File: config.mk
export PLATFORM = sky130hd
export DESIGN_NAME = bn_channel_engine
export DESIGN_NICKNAME = d
export VERILOG_FILES = /design/src/rtl/bn_channel_engine_pkg.sv /design/src/rtl/bn_channel_engine_coef_ram.sv /design/src/rtl/bn_channel_engine.sv
export SDC_FILE = /design/constraint.sdc
export NUM_CORES = 2
export LEC_CHECK = 0
export BUFFER_PORTS_ARGS = -buffer_cell sky130_fd_sc_hd__buf_2
export CORE_MARGIN = 4
export CORE_UTILIZATION = 45
export CTS_CLUSTER_DIAMETER = 60
export DETAILED_ROUTE_END_ITERATION = 12
export GPL_TIMING_DRIVEN = 0
export PLACE_DENSITY = 0.6
export SLEW_MARGIN = 0
export SYNTH_ARGS = -nofsm -noshare
export SYNTH_HDL_FRONTEND = slang
export SYNTH_SLANG_ARGS = --single-unit
File: constraint.sdc
create_clock -name clk -period 18.4 [get_ports clk]
set_input_delay 0 -clock clk [delete_from_list [all_inputs] [get_ports clk]]
set_output_delay 0 -clock clk [all_outputs]
set_load 0.03 [all_outputs]
File: src/rtl/bn_channel_engine_pkg.sv
// Shared helpers for layer engines: width derivation and round/saturate requantisation.
package bn_channel_engine_pkg;

    typedef struct packed {
        logic               sat;
        logic signed [63:0] val;
    } rnd_sat_t;

    function automatic int unsigned calc_ch_w(input int unsigned channels);
        return (channels > 1) ? $clog2(channels) : 1;
    endfunction

    function automatic int unsigned calc_acc_w(input int unsigned data_w,
                                               input int unsigned p_w,
                                               input int unsigned q_w);
        return ((data_w + p_w > q_w) ? data_w + p_w : q_w) + 1;
    endfunction

    // Round half up, arithmetic shift, then clamp to a signed out_w-bit range.
    function automatic rnd_sat_t round_sat(input logic signed [63:0] acc,
                                           input int unsigned        frac_shift,
                                           input int unsigned        out_w);
        rnd_sat_t           r;
        logic signed [63:0] v;
        logic signed [63:0] max_v;
        logic signed [63:0] min_v;
        v = acc;
        if (frac_shift > 0) begin
            v = (acc + (64'sd1 <<< (frac_shift - 1))) >>> frac_shift;
        end
        max_v = (64'sd1 <<< (out_w - 1)) - 64'sd1;
        min_v = -(64'sd1 <<< (out_w - 1));
        r.sat = 1'b0;
        r.val = v;
        if (v > max_v) begin
            r.sat = 1'b1;
            r.val = max_v;
        end else if (v < min_v) begin
            r.sat = 1'b1;
            r.val = min_v;
        end
        return r;
    endfunction

endpackage

File: src/rtl/bn_channel_engine_coef_ram.sv
// Per-channel {p, q} coefficient store: single write port, registered read port.
module bn_coef_ram
    import bn_channel_engine_pkg::*;
#(
    parameter int unsigned DEPTH  = 16,
    parameter int unsigned ADDR_W = 4,
    parameter int unsigned WIDTH  = 48
) (
    input  logic              clk,
    input  logic              we,
    input  logic [ADDR_W-1:0] waddr,
    input  logic [WIDTH-1:0]  wdata,
    input  logic              re,
    input  logic [ADDR_W-1:0] raddr,
    output logic [WIDTH-1:0]  rdata
);

    logic [WIDTH-1:0] mem_q [DEPTH];
    logic [WIDTH-1:0] rdata_d;
    logic [WIDTH-1:0] rdata_q;

    always_comb begin
        rdata_d = rdata_q;
        if (re) begin
            rdata_d = mem_q[raddr];
        end
    end

    // No reset so the array and read register map onto LUTRAM/BRAM.
    always_ff @(posedge clk) begin
        if (we) begin
            mem_q[waddr] <= wdata;
        end
        rdata_q <= rdata_d;
    end

    assign rdata = rdata_q;

endmodule

File: src/rtl/bn_channel_engine.sv
// Streaming per-channel batch-norm: y = sat(round((x*p[ch] + q[ch]) >> FRAC_SHIFT)), opt. ReLU.
module bn_channel_engine
    import bn_channel_engine_pkg::*;
#(
    parameter int unsigned DATA_W     = 16,
    parameter int unsigned COEF_P_W   = 16,
    parameter int unsigned COEF_Q_W   = 32,
    parameter int unsigned CHANNELS   = 16,
    parameter int unsigned FRAC_SHIFT = 8,
    localparam int unsigned CH_W      = calc_ch_w(CHANNELS)
) (
    input  logic                clk,
    input  logic                rst_n,
    input  logic                relu_en,
    input  logic                clear,
    input  logic                coef_we,
    input  logic [CH_W-1:0]     coef_addr,
    input  logic [COEF_P_W-1:0] coef_p,
    input  logic [COEF_Q_W-1:0] coef_q,
    input  logic                in_valid,
    output logic                in_ready,
    input  logic [DATA_W-1:0]   in_data,
    input  logic                in_last,
    output logic                out_valid,
    input  logic                out_ready,
    output logic [DATA_W-1:0]   out_data,
    output logic [CH_W-1:0]     out_ch,
    output logic                out_last,
    output logic                sat_flag,
    output logic                frame_err
);

    localparam int unsigned    ACC_W   = calc_acc_w(DATA_W, COEF_P_W, COEF_Q_W);
    localparam int unsigned    RAM_W   = COEF_P_W + COEF_Q_W;
    localparam logic [CH_W-1:0] LAST_CH = CH_W'(CHANNELS - 1);

    logic stall;
    logic accept;

    logic [CH_W-1:0]          ch_cnt_d, ch_cnt_q;
    logic                     s1_valid_d, s1_valid_q;
    logic signed [DATA_W-1:0] s1_x_d, s1_x_q;
    logic [CH_W-1:0]          s1_ch_d, s1_ch_q;
    logic                     s1_last_d, s1_last_q;
    logic                     s2_valid_d, s2_valid_q;
    logic signed [ACC_W-1:0]  s2_acc_d, s2_acc_q;
    logic [CH_W-1:0]          s2_ch_d, s2_ch_q;
    logic                     s2_last_d, s2_last_q;
    logic                     out_valid_d, out_valid_q;
    logic [DATA_W-1:0]        out_data_d, out_data_q;
    logic [CH_W-1:0]          out_ch_d, out_ch_q;
    logic                     out_last_d, out_last_q;
    logic                     sat_flag_d, sat_flag_q;
    logic                     frame_err_d, frame_err_q;

    logic [RAM_W-1:0]           coef_rd;
    logic signed [COEF_P_W-1:0] coef_p_rd;
    logic signed [COEF_Q_W-1:0] coef_q_rd;
    logic signed [ACC_W-1:0]    mac;
    rnd_sat_t                   rs;
    logic [DATA_W-1:0]          res;

    assign stall    = out_valid_q && !out_ready;
    assign in_ready = !stall && !coef_we;
    assign accept   = in_valid && in_ready;

    // Read is issued on acceptance so the coefficients line up with the sample in S1.
    bn_coef_ram #(
        .DEPTH  (CHANNELS),
        .ADDR_W (CH_W),
        .WIDTH  (RAM_W)
    ) u_coef_ram (
        .clk   (clk),
        .we    (coef_we),
        .waddr (coef_addr),
        .wdata ({coef_p, coef_q}),
        .re    (accept),
        .raddr (ch_cnt_q),
        .rdata (coef_rd)
    );

    assign coef_p_rd = coef_rd[RAM_W-1 -: COEF_P_W];
    assign coef_q_rd = coef_rd[COEF_Q_W-1:0];

    // Single A*B+C expression so S2 packs into one DSP slice.
    assign mac = ACC_W'(s1_x_q) * ACC_W'(coef_p_rd) + ACC_W'(coef_q_rd);

    always_comb begin
        rs  = round_sat(64'(s2_acc_q), FRAC_SHIFT, DATA_W);
        res = DATA_W'(rs.val);
        if (relu_en && res[DATA_W-1]) begin
            res = '0;
        end
    end

    always_comb begin
        ch_cnt_d    = ch_cnt_q;
        s1_valid_d  = s1_valid_q;
        s1_x_d      = s1_x_q;
        s1_ch_d     = s1_ch_q;
        s1_last_d   = s1_last_q;
        s2_valid_d  = s2_valid_q;
        s2_acc_d    = s2_acc_q;
        s2_ch_d     = s2_ch_q;
        s2_last_d   = s2_last_q;
        out_valid_d = out_valid_q;
        out_data_d  = out_data_q;
        out_ch_d    = out_ch_q;
        out_last_d  = out_last_q;
        sat_flag_d  = sat_flag_q;
        frame_err_d = frame_err_q;

        if (accept) begin
            s1_x_d    = in_data;
            s1_ch_d   = ch_cnt_q;
            s1_last_d = in_last;
            ch_cnt_d  = (in_last || ch_cnt_q == LAST_CH) ? '0 : ch_cnt_q + CH_W'(1);
            if (in_last && ch_cnt_q != LAST_CH) begin
                frame_err_d = 1'b1;
            end
        end

        if (!stall) begin
            s1_valid_d  = accept;
            s2_valid_d  = s1_valid_q;
            out_valid_d = s2_valid_q;
            if (s1_valid_q) begin
                s2_acc_d  = mac;
                s2_ch_d   = s1_ch_q;
                s2_last_d = s1_last_q;
            end
            if (s2_valid_q) begin
                out_data_d = res;
                out_ch_d   = s2_ch_q;
                out_last_d = s2_last_q;
                if (rs.sat) begin
                    sat_flag_d = 1'b1;
                end
            end
        end

        if (clear) begin
            sat_flag_d  = 1'b0;
            frame_err_d = 1'b0;
        end
    end

    always_ff @(posedge clk or negedge rst_n) begin
        if (!rst_n) begin
            ch_cnt_q    <= '0;
            s1_valid_q  <= 1'b0;
            s1_x_q      <= '0;
            s1_ch_q     <= '0;
            s1_last_q   <= 1'b0;
            s2_valid_q  <= 1'b0;
            s2_acc_q    <= '0;
            s2_ch_q     <= '0;
            s2_last_q   <= 1'b0;
            out_valid_q <= 1'b0;
            out_data_q  <= '0;
            out_ch_q    <= '0;
            out_last_q  <= 1'b0;
            sat_flag_q  <= 1'b0;
            frame_err_q <= 1'b0;
        end else begin
            ch_cnt_q    <= ch_cnt_d;
            s1_valid_q  <= s1_valid_d;
            s1_x_q      <= s1_x_d;
            s1_ch_q     <= s1_ch_d;
            s1_last_q   <= s1_last_d;
            s2_valid_q  <= s2_valid_d;
            s2_acc_q    <= s2_acc_d;
            s2_ch_q     <= s2_ch_d;
            s2_last_q   <= s2_last_d;
            out_valid_q <= out_valid_d;
            out_data_q  <= out_data_d;
            out_ch_q    <= out_ch_d;
            out_last_q  <= out_last_d;
            sat_flag_q  <= sat_flag_d;
            frame_err_q <= frame_err_d;
        end
    end

    assign out_valid = out_valid_q;
    assign out_data  = out_data_q;
    assign out_ch    = out_ch_q;
    assign out_last  = out_last_q;
    assign sat_flag  = sat_flag_q;
    assign frame_err = frame_err_q;

endmodule

==> reports/metrics.csv <==
metric,value,unit
status,completed,
clockBufferDepth,3,
overflow,0,
cp.required,18930,ps
drt_iter0_markers,2047,
dp_hpwl,81700,um
drc,0,
synthesis.area,44900,um2
fp-row-count,115,
antenna_found_initial,7,
slowest_stage,a2111oi_0,
setup_viol,0,
drv_slew,0,
netlist-cell-type-count,65,
seq_area_frac_synth,59.2,%
cp-start-kind,flip-flop,
clk_pin_slew,50,ps
postCtsSetupBuffers,0,
max_slew.worst_pin.slew,1250,ps
wl_per_cell,25.3,um
area_growth,16.0,%
ys_ff_latch,898,
highest_layer,met5,
maxCapViolations,0,
wl_met1,43500,um
fmax,129,MHz
critPathArrivalTime,8310,ps
die_h,324,um
cp-endpoint,s2_acc_q[32]$_DFFE_PN0P_,
critical_path_class,reg -> reg,
clock_skew,49.8,ps
end_kind,flip-flop,
whs,70.7,ps
final-hold-violation-count,0,
port-buffer-count,100,
grt_pass1_wl,166000,um
vias_per_cell,5.51,
io_pins,101,
drtPass1Iterations,7,
floorplan.initialDensity,45.5,%
hold_path_depth,3,
fp.dieW,324,um
finalInstanceArea,52100,um2
r2r-end,s2_acc_q[32]$_DFFE_PN0P_,
cts_resized,0,
tns,0,ps
worstSkewPairLatency,690,ps
gp_congestion,0.878,
crit_start,s1_x_q[15]$_DFFE_PN0P_,
maxSlewHeadroom,16.8,%
timing.final.crit_share,42.3,%
avgSynthCellArea,16.8,um2
placed_area,48100,um2
cts_sinks,898,
postSynthCellCount,2675,
layout.nets,3475,
cpMostUsedCell,fa_1,
cts_buffers,94,
wl,111000,um
critPathMaxFanout,10,
r2r_start,s1_x_q[15]$_DFFE_PN0P_,
holdCritPathClass,in -> reg,
drive_above_1_share,19.3,%
num_vias,24100,
synth-edff-count,816,
met3_length,5980,um
ys_warn_count,0,
met2WireLength,58000,um
postRouteAntennaNets,0,
ys_top_cells_by_area,"edfxtp_1 (55%), fa_1 (13%), mux4_2 (12%)",
first_global_vias,26200,
yosysTopAreaCell,edfxtp_1,
worstRegToRegCells,21,
r2r_slack,10620,ps
syn_nets,3148,
async_reset_ff_share,9.13,%
period_needed,7780,ps
htreeDepth,3,
rsz0062_at_grt,false,
synthMostInstantiatedCell,edfxtp_1,
cts_root_buffer,clkbuf_16,
max_stage_delay,970,ps
cts_tree,yes,
grt_max_degree,69,
cp_cell_sequence,clkbuf_1 > nand2_1 > inv_1 > fa_1 > inv_1 > fa_1 > inv_1 > fa_1 > fa_1 > fa_1 > inv_1 > fa_1 > inv_1 > ha_1 > a21oi_1 > o21ai_0 > nor2_1 > o211ai_1 > a2111oi_0 > a211oi_1 > a211o_1,
core_area,98700,um2
synth.top_cell.area_share,54.6,%
dieArea,105000,um2
synth_common_cells,"edfxtp_1 (816), inv_1 (318), fa_1 (298)",
synth_ff_type,edfxtp_1,
track_usage,21.6,%
metal layers:
metal	vias to the layer above	GRT usage, %
li1	10400	-
met1	12700	27.5
met2	721	38.8
met3	179	3.41
met4	6	5.91
met5	-	0
stage by stage:
stage / util, % / cells / setup slack (ps)
after floorplan: - / 2675 / 12100
after global placement: 47.6 / 4062 / 9800
after detailed placement: 48.7 / 4117 / 10620
after CTS: 52.7 / 4363 / 10590
after global routing: 52.7 / 4363 / 10140
final: 52.7 / 4365 / 10620
cell usage in the layout (no fill, tap or decap), drive strengths merged, types with 28 or more instances in the layout:
cell / netlist / final
edfxtp: 816 / 816
clkinv: 0 / 33
inv: 319 / 323
mux2: 32 / 32
fa: 298 / 298
dfrtp: 82 / 82
and2: 114 / 114
a21oi: 41 / 41
dlygate4sd3: 0 / 76
nand2: 207 / 207
ha: 99 / 99
mux4: 240 / 240
clkbuf: 97 / 211
buf: 20 / 175
nor2: 46 / 46
xnor2: 28 / 28
o21ai: 57 / 57
worst min-delay path by stage:
| stage | slack [ps] | start | to |
|---|---|---|---|
| floorplan | -300 | rst_n | ch_cnt_q[0]$_DFFE_PN0P_ |
| global placement | 210 | clear | sat_flag$_DFFE_PN0P_ |
| detailed placement | -100 | rst_n | s1_x_q[8]$_DFFE_PN0P_ |
| CTS | 50 | clear | sat_flag$_DFFE_PN0P_ |
| global route | 70 | clear | sat_flag$_DFFE_PN0P_ |
| finish | 70 | clear | frame_err$_DFFE_PN0P_ |
sequential cells by signal, indices dropped and copies added, names as in the netlist:
| name | cells |
|---|---|
| ch_cnt_q | 4 |
| frame_err | 1 |
| out_ch | 4 |
| out_data | 16 |
| out_last | 1 |
| out_valid | 1 |
| s1_ch_q | 4 |
| s1_last_q | 1 |
| s1_valid_q | 1 |
| s1_x_q | 16 |
| s2_acc_q | 26 |
| s2_ch_q | 4 |
| s2_last_q | 1 |
| s2_valid_q | 1 |
| sat_flag | 1 |
| u_coef_ram.mem_q | 768 |
| u_coef_ram.rdata | 48 |
critical path, delay by kind of cell (launching register included):
| kind | cells | cell delay [ps] |
|---|---|---|
| AND/OR/NAND/NOR | 2 | 440 |
| AO/OA/AOI/OAI | 6 | 2070 |
| flip-flops | 1 | 620 |
| adder cells (fa/ha/maj) | 7 | 3340 |
| buffers and inverters | 6 | 1180 |
cell type report:
| class | count | area, um2 |
|---|---|---|
| fillers | 7881 | 46600 |
| clock buffers | 114 | 2460 |
| flip-flops and latches | 898 | 26600 |
| multi-input cells | 1341 | 16800 |
| well taps | 1287 | 1610 |
| clock inverters | 56 | 763 |
| plain buffers | 117 | 453 |
| inverters | 319 | 1200 |
| repair buffers | 231 | 2220 |
| diodes | 2 | 5.00 |
logic make-up after synthesis:
family	count (synthesis)	share of synthesized area, %
simple gates	465	5.16
buf+inv	436	3.67
xor+xnor	43	0.839
fa+ha+maj	397	16.0
flops	898	59.2
compound gates	164	2.29
mux	272	12.8
what timing repair did:
action                     4_1_cts  5_1_grt
setup endpoints to repair        0        0
hold buffers                    76        0
hold endpoints to repair       963        0
Power is not shown: default switching activity piles up to over one toggle a cycle in this logic, so the estimate is an artifact.
